--- config.mk ---
export PLATFORM = sky130hd
export DESIGN_NAME = vedic_operand_driver
export DESIGN_NICKNAME = d
export VERILOG_FILES = /design/src/rtl/vedic_operand_driver.sv
export SDC_FILE = /design/constraint.sdc
export NUM_CORES = 1
export LEC_CHECK = 0
export CAP_MARGIN = 5
export CORE_ASPECT_RATIO = 0.5
export CORE_MARGIN = 2
export CORE_UTILIZATION = 49
export DETAILED_ROUTE_END_ITERATION = 7
export PLACE_DENSITY = 0.79
export SKIP_CTS_REPAIR_TIMING = 1
export SLEW_MARGIN = 25
export SYNTH_ARGS = -nofsm -noshare
export SYNTH_HDL_FRONTEND = slang
export SYNTH_SLANG_ARGS = --single-unit
export TNS_END_PERCENT = 30
--- constraint.sdc ---
create_clock -name clk -period 2.5 [get_ports clk]
set_clock_uncertainty 0.1 [all_clocks]
set_input_delay 0.75 -clock clk [delete_from_list [all_inputs] [get_ports clk]]
set_output_delay 0.75 -clock clk [all_outputs]
set_load 0.1 [all_outputs]
--- src/rtl/vedic_operand_driver.sv ---
// Operand/result master for the non-pipelined Vedic multiplier stream.
// Optional self-check of returned products: define VEDIC_DRV_CHECK_EN.
module vedic_operand_driver #(
  parameter int DATA_W         = 2,
  parameter int TIMEOUT_CYCLES = 64,
  parameter int CNT_W          = 16
) (
  input  logic                clk,
  input  logic                arst_n,
  input  logic [2*DATA_W-1:0] s_op_tdata,
  input  logic                s_op_tvalid,
  output logic                s_op_tready,
  output logic [DATA_W-1:0]   m_a_tdata,
  output logic                m_a_tvalid,
  input  logic                m_a_tready,
  output logic [DATA_W-1:0]   m_b_tdata,
  output logic                m_b_tvalid,
  input  logic                m_b_tready,
  input  logic [2*DATA_W-1:0] s_result_tdata,
  input  logic                s_result_tvalid,
  output logic                s_result_tready,
  output logic [2*DATA_W-1:0] m_prod_tdata,
  output logic                m_prod_tuser,
  output logic                m_prod_tvalid,
  input  logic                m_prod_tready,
  output logic [CNT_W-1:0]    op_count,
  output logic                busy
`ifdef VEDIC_DRV_CHECK_EN
  ,
  output logic                mismatch,
  output logic [CNT_W-1:0]    err_count
`endif
);

  localparam int PW = 2 * DATA_W;
  localparam int TW =
    (TIMEOUT_CYCLES > 1) ? $clog2(TIMEOUT_CYCLES) : 1;
  localparam logic [TW-1:0] TMO_LAST =
    TW'((TIMEOUT_CYCLES > 0) ? TIMEOUT_CYCLES - 1 : 0);
  localparam bit TMO_EN = (TIMEOUT_CYCLES != 0);

  typedef enum logic [1:0] {
    IDLE,
    ISSUE,
    WAIT_RES,
    DELIVER
  } state_e;

  state_e            state_q;
  logic [DATA_W-1:0] a_q;
  logic [DATA_W-1:0] b_q;
  logic              a_vld_q;
  logic              b_vld_q;
  logic [PW-1:0]     prod_q;
  logic              user_q;
  logic              pvld_q;
  logic              stale_q;
  logic [TW-1:0]     tmo_q;
  logic [CNT_W-1:0]  cnt_q;

  logic op_hs;
  logic res_hs;
  logic prod_hs;
  logic a_done;
  logic b_done;
  logic tmo_hit;

  assign s_op_tready     = (state_q == IDLE) && !stale_q;
  // stale_q is only ever set outside WAIT_RES
  assign s_result_tready = (state_q == WAIT_RES) || stale_q;

  assign op_hs   = s_op_tvalid && s_op_tready;
  assign res_hs  = s_result_tvalid && s_result_tready;
  assign prod_hs = pvld_q && m_prod_tready;
  assign a_done  = !a_vld_q || m_a_tready;
  assign b_done  = !b_vld_q || m_b_tready;
  assign tmo_hit = TMO_EN && (tmo_q == TMO_LAST);

  assign m_a_tdata     = a_q;
  assign m_a_tvalid    = a_vld_q;
  assign m_b_tdata     = b_q;
  assign m_b_tvalid    = b_vld_q;
  assign m_prod_tdata  = prod_q;
  assign m_prod_tuser  = user_q;
  assign m_prod_tvalid = pvld_q;
  assign op_count      = cnt_q;
  assign busy          = (state_q != IDLE) || stale_q;

  always_ff @(posedge clk or negedge arst_n) begin
    if (!arst_n) begin
      state_q <= IDLE;
      a_q     <= '0;
      b_q     <= '0;
      a_vld_q <= 1'b0;
      b_vld_q <= 1'b0;
      prod_q  <= '0;
      user_q  <= 1'b0;
      pvld_q  <= 1'b0;
      stale_q <= 1'b0;
      tmo_q   <= '0;
      cnt_q   <= '0;
    end else begin
      if (stale_q && res_hs) stale_q <= 1'b0;
      unique case (state_q)
        IDLE: begin
          if (op_hs) begin
            a_q     <= s_op_tdata[DATA_W-1:0];
            b_q     <= s_op_tdata[PW-1:DATA_W];
            a_vld_q <= 1'b1;
            b_vld_q <= 1'b1;
            state_q <= ISSUE;
          end
        end
        ISSUE: begin
          if (m_a_tready) a_vld_q <= 1'b0;
          if (m_b_tready) b_vld_q <= 1'b0;
          if (a_done && b_done) begin
            tmo_q   <= '0;
            state_q <= WAIT_RES;
          end
        end
        WAIT_RES: begin
          tmo_q <= tmo_q + 1'b1;
          // a result arriving on the timeout cycle still wins
          if (res_hs) begin
            prod_q  <= s_result_tdata;
            user_q  <= 1'b0;
            pvld_q  <= 1'b1;
            state_q <= DELIVER;
          end else if (tmo_hit) begin
            prod_q  <= '0;
            user_q  <= 1'b1;
            pvld_q  <= 1'b1;
            stale_q <= 1'b1;
            state_q <= DELIVER;
          end
        end
        DELIVER: begin
          if (prod_hs) begin
            pvld_q  <= 1'b0;
            state_q <= IDLE;
            if (!user_q) cnt_q <= cnt_q + 1'b1;
          end
        end
        default: state_q <= IDLE;
      endcase
    end
  end

`ifdef VEDIC_DRV_CHECK_EN
  logic [PW-1:0]    exp_q;
  logic             mm_q;
  logic [CNT_W-1:0] err_q;
  logic             chk_hs;
  logic             bad;

  assign chk_hs    = res_hs && (state_q == WAIT_RES);
  assign bad       = chk_hs && (s_result_tdata != exp_q);
  assign mismatch  = mm_q;
  assign err_count = err_q;

  always_ff @(posedge clk or negedge arst_n) begin
    if (!arst_n) begin
      exp_q <= '0;
      mm_q  <= 1'b0;
      err_q <= '0;
    end else begin
      if (op_hs) begin
        exp_q <= {{DATA_W{1'b0}}, s_op_tdata[DATA_W-1:0]} *
                 {{DATA_W{1'b0}}, s_op_tdata[PW-1:DATA_W]};
      end
      mm_q <= bad;
      if (bad && (err_q != '1)) err_q <= err_q + 1'b1;
    end
  end
`endif

endmodule

* Word-level counts from Yosys, hierarchy flattened
Cells that the tools add are included.
** Storage, ports and cells
- Output and inout port bits :: 31
- Input bits :: 15
- Bits in registers :: 37
- Word-level logic and storage cells :: 75
** Cells by class
- Bitwise operators :: 1
- Equality and inequality tests :: 10
- Reduce and logical (&&, ||, !) cells :: 27
- Add/sub/neg operators :: 2
- Mux-type cells :: 24
** Operator list (number)
- $add 16x1->16 const B :: 1
- $pmux 6 s2 :: 1
- $reduce_and 3->1 :: 4
- $mux 1 :: 11
- $mux 2 :: 5
- $ne 2x2->1 const B :: 5
- $reduce_bool 2->1 :: 5
- $mux 4 :: 2
- $pmux 2 s4 :: 1
- $add 6x1->6 const B :: 1
- $eq 6x6->1 const B :: 1
- $logic_and 1x1->1 :: 6
- $mux 6 :: 1
- $pmux 1 s2 :: 3
- $reduce_and 2->1 :: 3
- $eq 2x2->1 const B :: 2
- $logic_or 1x1->1 :: 4
- $reduce_and 4->1 :: 1
- $logic_not 1->1 :: 3
- $ne 3x3->1 const B :: 1
- $eq 2x1->1 const B :: 1
- $logic_not 2->1 :: 1
- $not 1->1 :: 1

* Logic depth before layout (Yosys ltp)
- Word-level depth :: 8
- Mapped depth :: 7
- Depth with buffers taken out :: 6

* Worst setup path before layout
No wires, ideal clock.
- Kind :: register to output
- Start :: register state_q[0]
- End :: output busy
- Arrival time :: 3.115 ns
- Setup slack :: -1.465 ns
- Path buffers :: 0
- Required time :: 1.650 ns
- Cell stages (with the launch flop) :: 5
- Cell sequence :: dfrtp_1 > inv_1 > ha_1 > nor2b_1 > inv_1
** Between the ends
- Cells in the longest elaborated chain, start to end :: 2
** Ends and longest elaborated chain
- start: declaration :: RTL line 49 : state_e state_q;
- start signal: assignment :: RTL line 91 : state_q <= IDLE;
- start signal: assignment :: RTL line 111 : state_q <= ISSUE;
- start signal: assignment :: RTL line 119 : state_q <= WAIT_RES;
- $reduce_bool 2->1 :: RTL line 87 : assign busy = (state_q != IDLE) || stale_q;
- $logic_or 1x1->1 :: RTL line 87
- end: declaration :: RTL line 27 : output logic busy
No other way between the ends.

* Worst setup path in the final report
- Start :: register state_q[1]
- End :: output busy
The elaborated chain is that of the path after synthesis.

==> impl_metrics.py <==
metrics = {
    "global_routing": {
        "antenna_found_initial": 0,
        "grt_pass1_wl_um": 6948,
        "overflow": 0,
        "grt_max_degree": 38,
        "grt_pass1_vias": 1441,
        "grtUsageTotal_pct": 20.88,
    },
    "logic_synthesis": {
        "yosys_warnings": 0,
        "ys_ff_latch": 37,
        "synth_area_per_cell_um2": 10.74,
        "syn_area_um2": 1891,
        "netlist_instances": 176,
        "syn_nets": 198,
        "ys_async_sr_fraction_pct": 100.0,
        "synth-edff-count": 0,
        "yosys_most_used_dff": "dfrtp_1",
        "yosysSeqAreaShare_pct": 48.97,
        "synth.distinct_cells": 40,
    },
    "die": {
        "die_x_um": 91.85,
        "core_um2": 3566,
        "fp.dieH_um": 47.92,
        "initial_utilization_pct": 53.02,
        "ios": 46,
        "dieArea_um2": 4401,
        "row_count": 15,
    },
    "layout": {
        "fin_cells": 276,
        "finalNetCount": 246,
        "seq_area_um2": 925.9,
        "final_area_um2": 2479,
        "multi_input_area_um2": 892.1,
        "drive_above_1_share_pct": 24.44,
        "diodes": 0,
        "area_delta_synth_final_pct": 31.11,
        "nFillCells": 285,
    },
    "timing": {
        "worst_pin_slew_ns": 0.5380,
        "fin_crit_ns": 2.375,
        "slew_violations": 0,
        "max_freq_mhz": 421.1,
        "setup_slack_ns": 0.1254,
        "setup_viol": 0,
        "fin_crit_sh_pct": 94.98,
        "final_hold_viol_count": 0,
        "finalSetupTns_ns": 0,
        "max-slew-margin-rel_pct": 63.81,
        "grt_setup_unrepaired": "no",
    },
    "clock_network": {
        "clk_pin_slew_worst_paths_ns": 0.08,
        "clk_latency_ns": 0.29,
        "cts.htree.levels": 2,
        "cts_sinks": 37,
        "cts_root_buf": "clkbuf_8",
        "numCtsBuffers": 5,
        "cts_tree": "done",
        "clk_path_buf_depth": 2,
    },
    "critical_path": {
        "r2r-start": "tmo_q[0]$_DFFE_PN0P_",
        "arrival_ns": 1.52,
        "worstPathRequired_ns": 1.65,
        "cpPeakStageDelay_ns": 0.44,
        "r2r_setup_slack_ns": 0.35,
        "crit_top_cell": "inv_1",
        "rr_worst_depth": 5,
        "r2r_end": "state_q[1]$_DFFE_PN0P_",
        "crit_type": "flop to primary output",
        "crit_fanout": 5,
        "crit_chain": "inv_1 > ha_1 > nor2b_4 > inv_1 > buf_12",
        "cp-start-kind": "flop",
        "cpMaxStageDelayCell": "dfrtp_1",
        "cp-end-kind": "primary output",
    },
    "worst_hold_path": {
        "min_from": "op_count[15]$_DFFE_PN0P_",
        "whs_path_depth": 1,
        "hold_path_end": "op_count[15]$_DFFE_PN0P_",
        "min_path_type": "flop to flop",
    },
    "drt": {
        "postRouteAntennaNets": 0,
        "drtPass1Iterations": 4,
        "routed_wl_um": 4244,
        "vias": 1501,
        "avgViaCountPerCell": 5.438,
        "initialDrtViolationCount": 68,
        "route.detailed.drc": 0,
        "wl_per_cell_um": 15.38,
    },
    "placed_design": {
        "gp_congestion": 0.8094,
        "dp_hpwl_um": 2973,
        "placed_cells": 268,
        "port_buffers": 45,
        "place_ws_ns": 0.04409,
        "place_area_um2": 2367,
    },
    "flow_run": {
        "cap_viol_max_count": 0,
    },
    "run_status": {
        "outcome": "finished, final reports clean",
    },
}
## metal layers
metal / vias up / part of all wire (%) / GRT usage [%]
li1: 725 / - / -
met2: 41 / 49 / 35.29
met1: 731 / 45 / 27.31
met3: 4 / 5.4 / 5.669
met4: 0 / 0.52 / 6.866
met5: - / 0 / 0
## cell usage in the layout, fill, tap and decap left out, types with 2 or more instances in the layout
cell type        instances
a21boi_0                 3
a21oi_1                 11
a31o_2                   2
a32o_1                   4
and3_1                   4
and4_1                   2
buf_12                   3
buf_4                   34
clkbuf_8                 5
clkdlybuf4s50_1         14
dfrtp_1                 37
ha_1                     7
inv_1                    7
mux2_2                   5
nand2_1                 11
nand2b_1                 4
nand3_1                 10
nand4_1                  7
nor2_1                   6
nor3_1                   2
o21ai_0                  9
o221ai_1                 2
o311ai_0                 2
xnor2_1                 15
## synthesized netlist by cell type (all sizes together), types with 2 or more instances
cell | count | area share, %
nor3 | 2 | 0.53
clkbuf | 5 | 1.1
nand3 | 10 | 2.6
and3 | 4 | 1.3
nor2b | 2 | 0.66
nand2b | 4 | 1.3
and4 | 2 | 0.93
inv | 7 | 1.4
dfrtp | 37 | 49
buf | 5 | 1.6
ha | 7 | 4.6
mux2 | 6 | 3.8
xnor2 | 15 | 6.9
nand4 | 7 | 2.3
o311ai | 2 | 0.93
a32o | 4 | 2.1
o221ai | 2 | 0.93
a21boi | 3 | 1.2
a31o | 2 | 0.93
nand2 | 11 | 2.2
a21oi | 11 | 2.9
o21ai | 9 | 2.4
nor2 | 6 | 1.2
## registers in the layout, indices dropped and copies added (netlist names)
name,count
m_prod_tdata,4
m_b_tdata,2
m_prod_tuser,1
m_a_tdata,2
tmo_q,6
m_a_tvalid,1
state_q,2
m_b_tvalid,1
m_prod_tvalid,1
op_count,16
stale_q,1
## worst max-delay path: cells and delay by family (launching register included)
family / cells / cell delay (ns)
flops: 1 / 0.44
buf+inv: 3 / 0.40
simple gates: 1 / 0.21
fa+ha+maj: 1 / 0.17
## final cells by class
cell class / instances / share of cell area (%)
sequential: 37 / 37.35
multi-input combinational: 121 / 35.99
timing repair buffer: 51 / 18.37
clock buffer: 6 / 2.928
tap: 51 / 2.574
clock inverter: 2 / 1.565
inverter: 8 / 1.212
## per-stage QoR
stage          util (%)  hold slack [ns]
6_report          69.51           0.3715
5_1_grt           69.51           0.3942
4_1_cts           69.51           0.3807
3_5_place_dp      66.39           0.3697
3_3_place_gp      66.39           0.3629
2_1_floorplan         -           0.3544
## kinds of logic after synthesis
kind of cell	synth area share [%]
xor gates and xnor gates	7.413
muxes	4.301
and+or+nand+nor	14.69
DFF	48.97
AOI/OAI and AO/OA	15.75
adders and majority gates	4.632
buffers and inverters	4.235
## how the worst max path moves through the flow
stage / from / to / cells past startpoint
6_report: state_q[1]$_DFFE_PN0P_ / busy / 5
5_1_grt: state_q[1]$_DFFE_PN0P_ / busy / 5
4_1_cts: state_q[1]$_DFFE_PN0P_ / busy / 5
3_5_place_dp: m_b_tready / state_q[1]$_DFFE_PN0P_ / 5
3_3_place_gp: m_a_tready / state_q[1]$_DFFE_PN0P_ / 5
2_1_floorplan: state_q[0]$_DFFE_PN0P_ / busy / 4
Power is left out: the tool's default activity adds up to more than one toggle a clock period on the data nets, which glitch-free logic cannot reach.
